File: src/rtl/logic_unit_seq.sv
// Sliced, registered bitwise logic unit with valid/ready handshakes on both sides.
// Optional zero/parity result flags are enabled by defining LOGIC_FLAGS_EN.
module logic_unit_seq #(
    parameter int unsigned WIDTH = 32,
    parameter int unsigned SLICE = 8
) (
    input  logic             clk,
    input  logic             rst,
    input  logic             in_valid,
    output logic             in_ready,
    input  logic [WIDTH-1:0] a,
    input  logic [WIDTH-1:0] b,
    input  logic [2:0]       op,
    output logic             out_valid,
    input  logic             out_ready,
    output logic [WIDTH-1:0] out
`ifdef LOGIC_FLAGS_EN
    ,
    output logic             zero,
    output logic             parity
`endif
);

    localparam int unsigned N  = WIDTH / SLICE;
    localparam int unsigned CW = (N > 1) ? $clog2(N) : 1;

    generate
        if ((WIDTH % SLICE) != 0) begin : g_bad_slice
            $error("logic_unit_seq: WIDTH must be a multiple of SLICE");
        end
    endgenerate

    typedef enum logic [1:0] {
        IDLE = 2'd0,
        RUN  = 2'd1,
        DONE = 2'd2
    } state_t;

    state_t                   state, state_nxt;
    logic [CW-1:0]            cnt, cnt_nxt;
    logic [N-1:0][SLICE-1:0]  a_q, a_nxt;
    logic [N-1:0][SLICE-1:0]  b_q, b_nxt;
    logic [N-1:0][SLICE-1:0]  res_q, res_nxt;
    logic [2:0]               op_q, op_nxt;
    logic                     out_valid_nxt;
    logic [SLICE-1:0]         slice_c;
    logic                     last_c;
`ifdef LOGIC_FLAGS_EN
    logic                     zero_q, zero_nxt;
    logic                     parity_q, parity_nxt;
`endif

    // One slice of the selected bitwise operation.
    function automatic logic [SLICE-1:0] slice_op(input logic [2:0] o,
                                                  input logic [SLICE-1:0] x,
                                                  input logic [SLICE-1:0] y);
        slice_op = '0;
        case (o)
            3'b000: slice_op = x & y;
            3'b001: slice_op = x | y;
            3'b010: slice_op = x ^ y;
            3'b011: slice_op = ~(x | y);
            3'b100: slice_op = ~(x & y);
            3'b101: slice_op = ~(x ^ y);
            3'b110: slice_op = x & ~y;
            3'b111: slice_op = ~x;
            default: slice_op = '0;
        endcase
    endfunction

    assign slice_c   = slice_op(op_q, a_q[cnt], b_q[cnt]);
    assign last_c    = (cnt == CW'(N - 1));
    assign in_ready  = (state == IDLE) && !rst;
    assign out       = res_q;
`ifdef LOGIC_FLAGS_EN
    assign zero      = zero_q;
    assign parity    = parity_q;
`endif

    // Next-state and datapath update.
    always_comb begin
        state_nxt     = state;
        cnt_nxt       = cnt;
        a_nxt         = a_q;
        b_nxt         = b_q;
        op_nxt        = op_q;
        res_nxt       = res_q;
        out_valid_nxt = out_valid;
`ifdef LOGIC_FLAGS_EN
        zero_nxt      = zero_q;
        parity_nxt    = parity_q;
`endif
        case (state)
            IDLE: begin
                if (in_valid) begin
                    a_nxt     = a;
                    b_nxt     = b;
                    op_nxt    = op;
                    res_nxt   = '0;
                    cnt_nxt   = '0;
                    state_nxt = RUN;
`ifdef LOGIC_FLAGS_EN
                    zero_nxt   = 1'b1;
                    parity_nxt = 1'b0;
`endif
                end
            end
            RUN: begin
                res_nxt[cnt] = slice_c;
`ifdef LOGIC_FLAGS_EN
                zero_nxt   = zero_q & (slice_c == '0);
                parity_nxt = parity_q ^ (^slice_c);
`endif
                if (last_c) begin
                    cnt_nxt       = '0;
                    out_valid_nxt = 1'b1;
                    state_nxt     = DONE;
                end else begin
                    cnt_nxt = cnt + CW'(1);
                end
            end
            DONE: begin
                if (out_ready) begin
                    out_valid_nxt = 1'b0;
                    state_nxt     = IDLE;
                end
            end
            default: state_nxt = IDLE;
        endcase
    end

    // State and datapath registers; reset discards any partial result.
    always_ff @(posedge clk) begin
        if (rst) begin
            state     <= IDLE;
            cnt       <= '0;
            a_q       <= '0;
            b_q       <= '0;
            op_q      <= '0;
            res_q     <= '0;
            out_valid <= 1'b0;
`ifdef LOGIC_FLAGS_EN
            zero_q    <= 1'b0;
            parity_q  <= 1'b0;
`endif
        end else begin
            state     <= state_nxt;
            cnt       <= cnt_nxt;
            a_q       <= a_nxt;
            b_q       <= b_nxt;
            op_q      <= op_nxt;
            res_q     <= res_nxt;
            out_valid <= out_valid_nxt;
`ifdef LOGIC_FLAGS_EN
            zero_q    <= zero_nxt;
            parity_q  <= parity_nxt;
`endif
        end
    end

endmodule

File: config.mk
export PLATFORM = sky130hd
export DESIGN_NAME = logic_unit_seq
export DESIGN_NICKNAME = d
export VERILOG_FILES = /design/src/rtl/logic_unit_seq.sv
export SDC_FILE = /design/constraint.sdc
export NUM_CORES = 1
export LEC_CHECK = 0
export BUFFER_PORTS_ARGS = -buffer_cell sky130_fd_sc_hd__buf_4
export CAP_MARGIN = 15
export CORE_AREA = 2 2 149 78
export DETAILED_ROUTE_END_ITERATION = 10
export DIE_AREA = 0 0 151 80
export PLACE_DENSITY_LB_ADDON = 0.3
export SLEW_MARGIN = 20
export SYNTH_ARGS = -nofsm -noshare
export SYNTH_HDL_FRONTEND = slang
export SYNTH_SLANG_ARGS = --single-unit
export TNS_END_PERCENT = 1
File: constraint.sdc
create_clock -name clk -period 2.5 [get_ports clk]
set_input_delay 0.5 -clock clk [delete_from_list [all_inputs] [get_ports clk]]
set_output_delay 0.5 -clock clk [all_outputs]
set_load 0.1 [all_outputs]
======== After elaboration in Yosys (flattened, before gate mapping) ========
Index checks and enable logic that the tools add are counted.
Widths: inputs -> output; s select.
word-level totals
  register bits after elaboration ......... 104
  input port bits ......................... 71
  output and inout port bits .............. 34
  logic and storage cells ................. 72
cells by class
  add/sub/neg operators ................... 1
  $lt $le $gt $ge ......................... 2
  equal/unequal tests ..................... 13
  mux-type cells .......................... 20
  bitwise gates (word level) .............. 9
  reduce and logical (&&, ||, !) cells .... 11
operator list
  operator            count
  $pmux 32 s2         1
  $pmux 8 s8          1
  $not 8->8           5
  $bmux 8 s2          2
  $bwmux 32           1
  $mux 32             1
  $mux 8              3
  $and 8x8->8         2
  $demux 8 s2         1
  $eq 3x3->1 const B  4
  $mux 2              5
  $or 8x8->8          1
  $xor 8x8->8         1
  $eq 3x2->1 const B  2
  $ne 2x2->1 const B  3
  $pmux 2 s3          1
  $reduce_and 3->1    2
  $eq 2x2->1 const B  2
  $pmux 2 s2          1
  $reduce_and 2->1    2
  $reduce_bool 2->1   2
  $eq 3x1->1 const B  1
  $logic_not 3->1     1
  $lt 2x3->1 const B  1
  8 further kinds     10

======== Logic depth before layout (Yosys ltp) ========
Gate-level depths: netlist (run 1).
  depth in word-level cells ............... 7
  gate-level depth with buffers ........... 11
  gate-level depth less buffers ........... 9

======== Worst setup path before layout (run 1) ========
OpenSTA, ideal clock, no wires.
  path kind ............................... reg-to-output
  start ................................... register state[0]
  end ..................................... output in_ready
  arrival ................................. 2.762 ns
  required time ........................... 2.000 ns
  setup slack ............................. -0.762 ns
  stages on the path, launching flop included .. 4
  buffers on the path ..................... 2
  path through ............................ dfxtp_1 buf_2 clkbuf_1 nor3_1
between the ends
  longest elaborated chain between the ends .. 2
RTL lines
  what                      line  source
  start: declaration        39    state_t state, state_nxt;
  start signal: assignment  147   state <= state_nxt;
  $logic_not 2->1           73    assign in_ready = (state == IDLE) && !rst;
  $logic_and 1x1->1         73
  end: declaration          10    output logic in_ready,
No other way between the ends.

======== Worst setup path in the final report (run 1) ========
  start ................................... register cnt[0]
  end ..................................... register res_q, in the netlist out[7]
between the ends
  longest elaborated chain between the ends .. 7
  elaborated cells on any way between the ends .. 21
  those cells by class .................... 2 x order compare; 9 x mux; 9 x bitwise; 1 x reduce/logical
RTL lines
  what                                 line  source
  start: declaration                   40    logic [CW-1:0] cnt, cnt_nxt;
  start signal: assignment             148   cnt <= cnt_nxt;
  $bmux 8 s2                           71    assign slice_c = slice_op(op_q, a_q[cnt], b_q[cnt]);
  $mux 8 (implied by the code)         71
  $not 8->8 (tied with other cells)    65    3'b110: slice_op = x & ~y;
  $and 8x8->8 (tied with other cells)  65
  $pmux 8 s8                           58    case (o)
  $bwmux 32 (*)                        109   res_nxt[cnt] = slice_c;
  $pmux 32 s2 (*)                      93    case (state)
  end signal: assignment               152   res_q <= res_nxt;
  end: declaration                     43    logic [N-1:0][SLICE-1:0] res_q, res_nxt;
Every way passes the cells marked *; elsewhere a longest branch is shown, timed or not. The select of a mux whose other input is x is not followed.
A chain may end at the register's enable or synchronous reset.

==> flow_metrics.env, run 1 <==
export IMPL_drt_first_pass_iters=4
export IMPL_vias_per_cell=5.61
export IMPL_drv_cap=0
export IMPL_status="finished, violations left"
export IMPL_area_growth_pct=33.3
export IMPL_hold_viol_final=0
export IMPL_antenna_found_initial=0
export IMPL_postRouteAntennaNets=0
export IMPL_combPwrFrac_pct=21.8
export IMPL_pwr_share_seq_pct=43.1
export IMPL_grt_pass1_vias=4893
export IMPL_clock_sinks=104
export IMPL_hold_ws_ns=0.388
export IMPL_initial_core_util_pct=49.3
export IMPL_drt_wirelength_per_cell_um=17.1
export IMPL_postRouteWirelength_um=15400
export IMPL_worst_pin_slew_ns=0.603
export IMPL_syn_inst=623
export IMPL_fillers=902
export IMPL_fin_nets=847
export IMPL_drtIter0Drc=435
export IMPL_synth_common_cells="nand2_1, dfxtp_1, a21oi_1"
export IMPL_dpl_hpwl_um=11300
export IMPL_design_core_area_um2=10700
export IMPL_rsz0062_at_grt="true"
export IMPL_hp_class="in -> reg"
export IMPL_synth_avg_cell_area_um2=8.50
export IMPL_die_y_um=80
export IMPL_grt_max_degree=68
export IMPL_synth_nets=722
export IMPL_post_route_drc_count=0
export IMPL_final_cell_count_no_fill=898
export IMPL_clock_fmax_mhz=392
export IMPL_grt_pass1_wl_um=24400
export IMPL_vias=5039
export IMPL_num_rows=27
export IMPL_synth_area_leader_cell="dfxtp_1"
export IMPL_synth_distinct_cells=44
export IMPL_power_switching_uw=1210
export IMPL_ys_warn_count=0
export IMPL_fin_crit_ns=2.55
export IMPL_synth_top_area_share_pct=39.3
export IMPL_end_kind="flop"
export IMPL_clock_latency_ns=0.35
export IMPL_timing_final_ws_setup_ns=-0.0508
export IMPL_grt_use_total_pct=26.1
export IMPL_crit_required_ns=2.73
export IMPL_p_leak_uw=0.00299
export IMPL_yosysSeqAreaShare_pct=39.3
export IMPL_slew_headroom_pct=59.7
export IMPL_critical_path_class="reg -> reg"
export IMPL_rr_worst_depth=9
export IMPL_ys_async_sr_fraction_pct=0
export IMPL_drv_slew=0
export IMPL_die_area_um2=12100
export IMPL_port_buffers=104
export IMPL_violations="setup timing"
export IMPL_dieWidth_um=151
export IMPL_peakVddDrop_uv=319
export IMPL_syn_area_um2=5290
export IMPL_skew_ns=0.00877
export IMPL_critPathLaunchType="flop"
export IMPL_p_int_uw=2950
export IMPL_num_io_pins=105
export IMPL_post_place_ws_ns=-0.242
export IMPL_synth_edf_count=0
export IMPL_cts_tree="yes"
export IMPL_cts_max_level=3
export IMPL_ctsRootBufferMaster="clkbuf_16"
export IMPL_clkPwrFrac_pct=35.0
export IMPL_setup_viol=11
export IMPL_clockBufferDepth=2
export IMPL_drive_gt1_share_pct=35.9
export IMPL_grt_overflow=0
export IMPL_synth_most_common_cell="nand2_1"
export IMPL_synthTopCellsByArea="dfxtp_1, nand2_1, a21oi_1"
export IMPL_yosys_most_used_dff="dfxtp_1"
export IMPL_numCtsBuffers=9
export IMPL_gp_congestion=0.876
export IMPL_switching_share_pct=29.1
export IMPL_hold_path_depth=3
export IMPL_arrival_ns=2.78
export IMPL_path_clk_slew_ns=0.07
export IMPL_timing_final_crit_share_pct=102
export IMPL_n_antenna_cell=0
export IMPL_crit_fanout=7
export IMPL_dp_cells=870
export IMPL_power_density_nw_per_um2=590
export IMPL_synth_seq_cells=104
==> metal layers <==
layer	routed length (µm)	track usage (%)	vias to the layer above
li1	-	-	2421
met1	7140	36.4	2406
met2	6860	41.0	193
met3	1150	5.66	19
met4	205	7.01	0
met5	0	0	-
==> registers in the layout, summed over array words and instances (netlist names) <==
name / count
b_q: 32
state: 2
out: 32
out_valid: 1
cnt: 2
a_q: 32
op_q: 3
==> critical path: stages, from the launching register on <==
cell     delay, ns
dfxtp_4       0.41
buf_4         0.13
mux2_4        0.30
or2_4         0.24
o21ai_4       0.08
ha_4          0.22
mux2_2        0.25
mux4_2        0.50
o22ai_4       0.20
o21ai_1       0.10
==> stage by stage <==
step	area, µm²	total power [µW]	setup TNS [ns]	util, %
3_5_place_dp	6380	2610	-5.66	59.4
3_3_place_gp	6380	2570	-3.18	59.4
6_report	7050	4160	-0.233	65.7
4_1_cts	6880	4110	-0.0670	64.1
5_1_grt	7050	4310	-1.44	65.7
2_1_floorplan	5300	2330	-3.73	-
==> placed cells by master, fill, tap and decap left out, types with 6 or more instances in the layout <==
master / n
ha_1: 23
o31ai_1: 11
a22oi_2: 8
mux4_2: 10
a21oi_1: 97
mux2i_1: 6
o22ai_1: 6
a32oi_1: 6
o21ai_1: 9
inv_1: 14
or2_2: 6
nor2_1: 13
dfxtp_1: 103
buf_4: 149
mux2_2: 20
inv_2: 6
nor2b_1: 11
clkbuf_16: 9
nand2_1: 155
==> final cells by class <==
cell class / instances / area [µm²] / share of cell area, %
clock inverter: 6 / 67.6 / 0.958
sequential: 104 / 2090 / 29.6
tap: 145 / 181 / 2.57
multi-input combinational: 457 / 3190 / 45.2
clock buffer: 10 / 239 / 3.39
inverter: 20 / 75.1 / 1.06
timing repair buffer: 156 / 1220 / 17.3
==> kinds of logic after synthesis <==
family	Yosys count	synth area share [%]
compound gates	173	20.0
xor+xnor	1	0.166
flops	104	39.3
fa+ha+maj	28	6.62
mux	41	10.7
buf+inv	62	5.53
simple gates	214	17.7
==> path summary, 6_finish.rpt <==
path                 from       to  slack (ns)
setup reg to reg   cnt[0]   out[7]       -0.05
hold / removal      a[18]  a_q[18]        0.39
setup / recovery   cnt[0]   out[7]       -0.05
hold reg to reg   a_q[28]  a_q[28]        0.46
==> power groups by stage <==
stage	logic, µW	clock network (µW)	registers, µW
floorplan	471	0	1860
global placement	749	0	1820
detailed placement	783	0	1830
CTS	852	1470	1790
global route	977	1530	1800
finish	908	1460	1790
==> timing repair <==
| action | CTS | global route |
|---|---|---|
| pin swaps | 18 | 12 |
| gates resized for setup | 38 | 33 |
| setup endpoints to repair | 32 | 32 |
| buffers inserted | 6 | 7 |
| hold buffers | 0 | 0 |
(Power assumes the default switching activity.)
==> run 2, diff against run 1 <==
HOLD_SLACK_MARGIN = 0.08   (was not set)
PLACE_DENSITY = 0.86   (was not set)
PLACE_DENSITY_LB_ADDON = not set   (was 0.3)
REMOVE_ABC_BUFFERS = 1   (was not set)
==> run 2 against run 1 <==
  * The flow still finishes with violations (setup timing)
  * Clock power is 8% lower
  * Worst setup slack got worse by 0.022 ns
  * First-iteration DRC count down 7.4%
  * Largest cell class unchanged
  * Register-to-register slack worse by 0.02 ns
==> flow_metrics.env, run 2 (synthesized netlist as in run 1, its figures left out) <==
export IMPL_setup_viol=5
export IMPL_postLayoutCoreUtil_pct=64.0
export IMPL_critical_path_class="reg -> reg"
export IMPL_port_buffers=104
export IMPL_grt_pass1_vias=4942
export IMPL_postRouteWirelength_um=15000
export IMPL_fin_nets=836
export IMPL_post_route_drc_count=0
export IMPL_vias=5027
export IMPL_drt_wirelength_per_cell_um=17.0
export IMPL_worst_path_buf_inv=0
export IMPL_arrival_ns=2.81
export IMPL_die_area_um2=12100
export IMPL_clock_sinks=104
export IMPL_drive_gt1_share_pct=34.1
export IMPL_numCtsBuffers=9
export IMPL_num_rows=27
export IMPL_cts_tree="yes"
export IMPL_finalSetupTns_ns=-0.229
export IMPL_drv_cap=0
export IMPL_design_core_area_um2=10700
export IMPL_drtIter0Drc=403
export IMPL_status="finished, violations left"
export IMPL_min_from="b[18]"
export IMPL_drt_first_pass_iters=5
export IMPL_violations="setup timing"
export IMPL_worstPathCellList="mux2_2 > or2_2 > o21ai_2 > ha_4 > mux2_4 > mux4_2 > o22ai_4 > o21ai_1"
export IMPL_p_leak_uw=0.00291
export IMPL_n_antenna_cell=0
export IMPL_worst_pin_slew_ns=0.858
export IMPL_r2r_start="cnt[0]"
export IMPL_postRouteAntennaNets=0
export IMPL_rsz0062_at_grt="true"
export IMPL_cts_max_level=3
export IMPL_grt_use_total_pct=25.0
export IMPL_area_growth_pct=29.9
export IMPL_critPathMaxStageDelay_ns=0.49
export IMPL_initial_core_util_pct=49.3
export IMPL_hold_viol_final=0
export IMPL_clockBufferDepth=2
export IMPL_p_total_uw=4000
export IMPL_vias_per_cell=5.67
export IMPL_crit_required_ns=2.73
export IMPL_antenna_found_initial=0
export IMPL_ctsRootBufferMaster="clkbuf_16"
export IMPL_dpl_hpwl_um=10800
export IMPL_layout_common_cells="nand2_1, buf_4, dfxtp_1, a21oi_1, ha_1"
export IMPL_crit_fanout=6
export IMPL_timing_final_crit_share_pct=103
export IMPL_crit_family="multiplexers"
export IMPL_critPathLaunchType="flop"
export IMPL_critPathLaunch="cnt[0]"
export IMPL_path_clk_slew_ns=0.07
export IMPL_clock_fmax_mhz=389
export IMPL_grt_max_degree=68
export IMPL_end_kind="flop"
export IMPL_grt_pass1_wl_um=23700
export IMPL_power_density_nw_per_um2=582
export IMPL_gp_congestion=0.898
export IMPL_num_io_pins=105
export IMPL_slew_headroom_pct=42.7
export IMPL_skew_ns=0.00745
export IMPL_die_y_um=80
export IMPL_peakVddDrop_uv=357
export IMPL_timing_final_ws_setup_ns=-0.0725
export IMPL_hp_class="in -> reg"
export IMPL_drv_slew=0
export IMPL_grt_overflow=0
export IMPL_mostFrequentLayoutCell="nand2_1"
export IMPL_fin_crit_ns=2.57
export IMPL_clock_latency_ns=0.35
export IMPL_slowest_stage="mux4_2"
export IMPL_dieWidth_um=151
-- run 2: worst reg2reg max path: stages, from the launching register on --
cell,delay [ns]
dfxtp_4,0.41
mux2_2,0.36
or2_2,0.29
o21ai_2,0.10
ha_4,0.24
mux2_4,0.26
mux4_2,0.49
o22ai_4,0.20
o21ai_1,0.11
-- run 2: final timing paths --
kind | end | slack, ns | depth (start not counted)
worst max-delay path | out[23] | -0.07 | 8
worst max register to register | out[23] | -0.07 | 8
worst min-delay path | b_q[18] | 0.39 | 3
worst min register to register | b_q[30] | 0.45 | 2
-- run 2: per-stage QoR --
| stage | setup slack (ns) | cell area (µm²) | hold slack (ns) | instances |
|---|---|---|---|---|
| detailed placement | -0.307 | 6320 | 0.447 | 865 |
| floorplan | -0.636 | 5070 | 0.427 | 581 |
| global route | -0.124 | 6870 | 0.388 | 887 |
| CTS | -0.0249 | 6730 | 0.384 | 883 |
| global placement | -0.135 | 6320 | 0.440 | 865 |
| finish | -0.0725 | 6870 | 0.390 | 887 |
-- run 2: where the power goes --
group	switching (µW)	internal, µW	total (µW)
Clock	633	708	1340
Combinational	475	381	856
Sequential	67.8	1730	1800
-- run 2: area by class of cell --
type | instances | area [µm²]
Clock inverter | 5 | 40.0
Multi-Input combinational cell | 457 | 3130
Inverter | 20 | 75.1
Tap cell | 145 | 181
Timing Repair Buffer | 145 | 1120
Sequential cell | 104 | 2090
Clock buffer | 11 | 243
Fill cell | 874 | 3870
-- run 2: what timing repair did --
action                                  4_1_cts  5_1_grt
buffers inserted                              2        4
endpoints found under the setup margin       32       32
pin swaps                                    12       17
hold buffers                                  0        0
gates resized for setup                      32       28
-- run 2: routing by layer --
metal | vias up | global-route usage, % | wire length (µm)
li1 | 2388 | - | -
met1 | 2412 | 31.9 | 6640
met2 | 201 | 41.2 | 7030
met3 | 26 | 7.83 | 1150
met4 | 0 | 6.92 | 217
met5 | - | 0 | 0
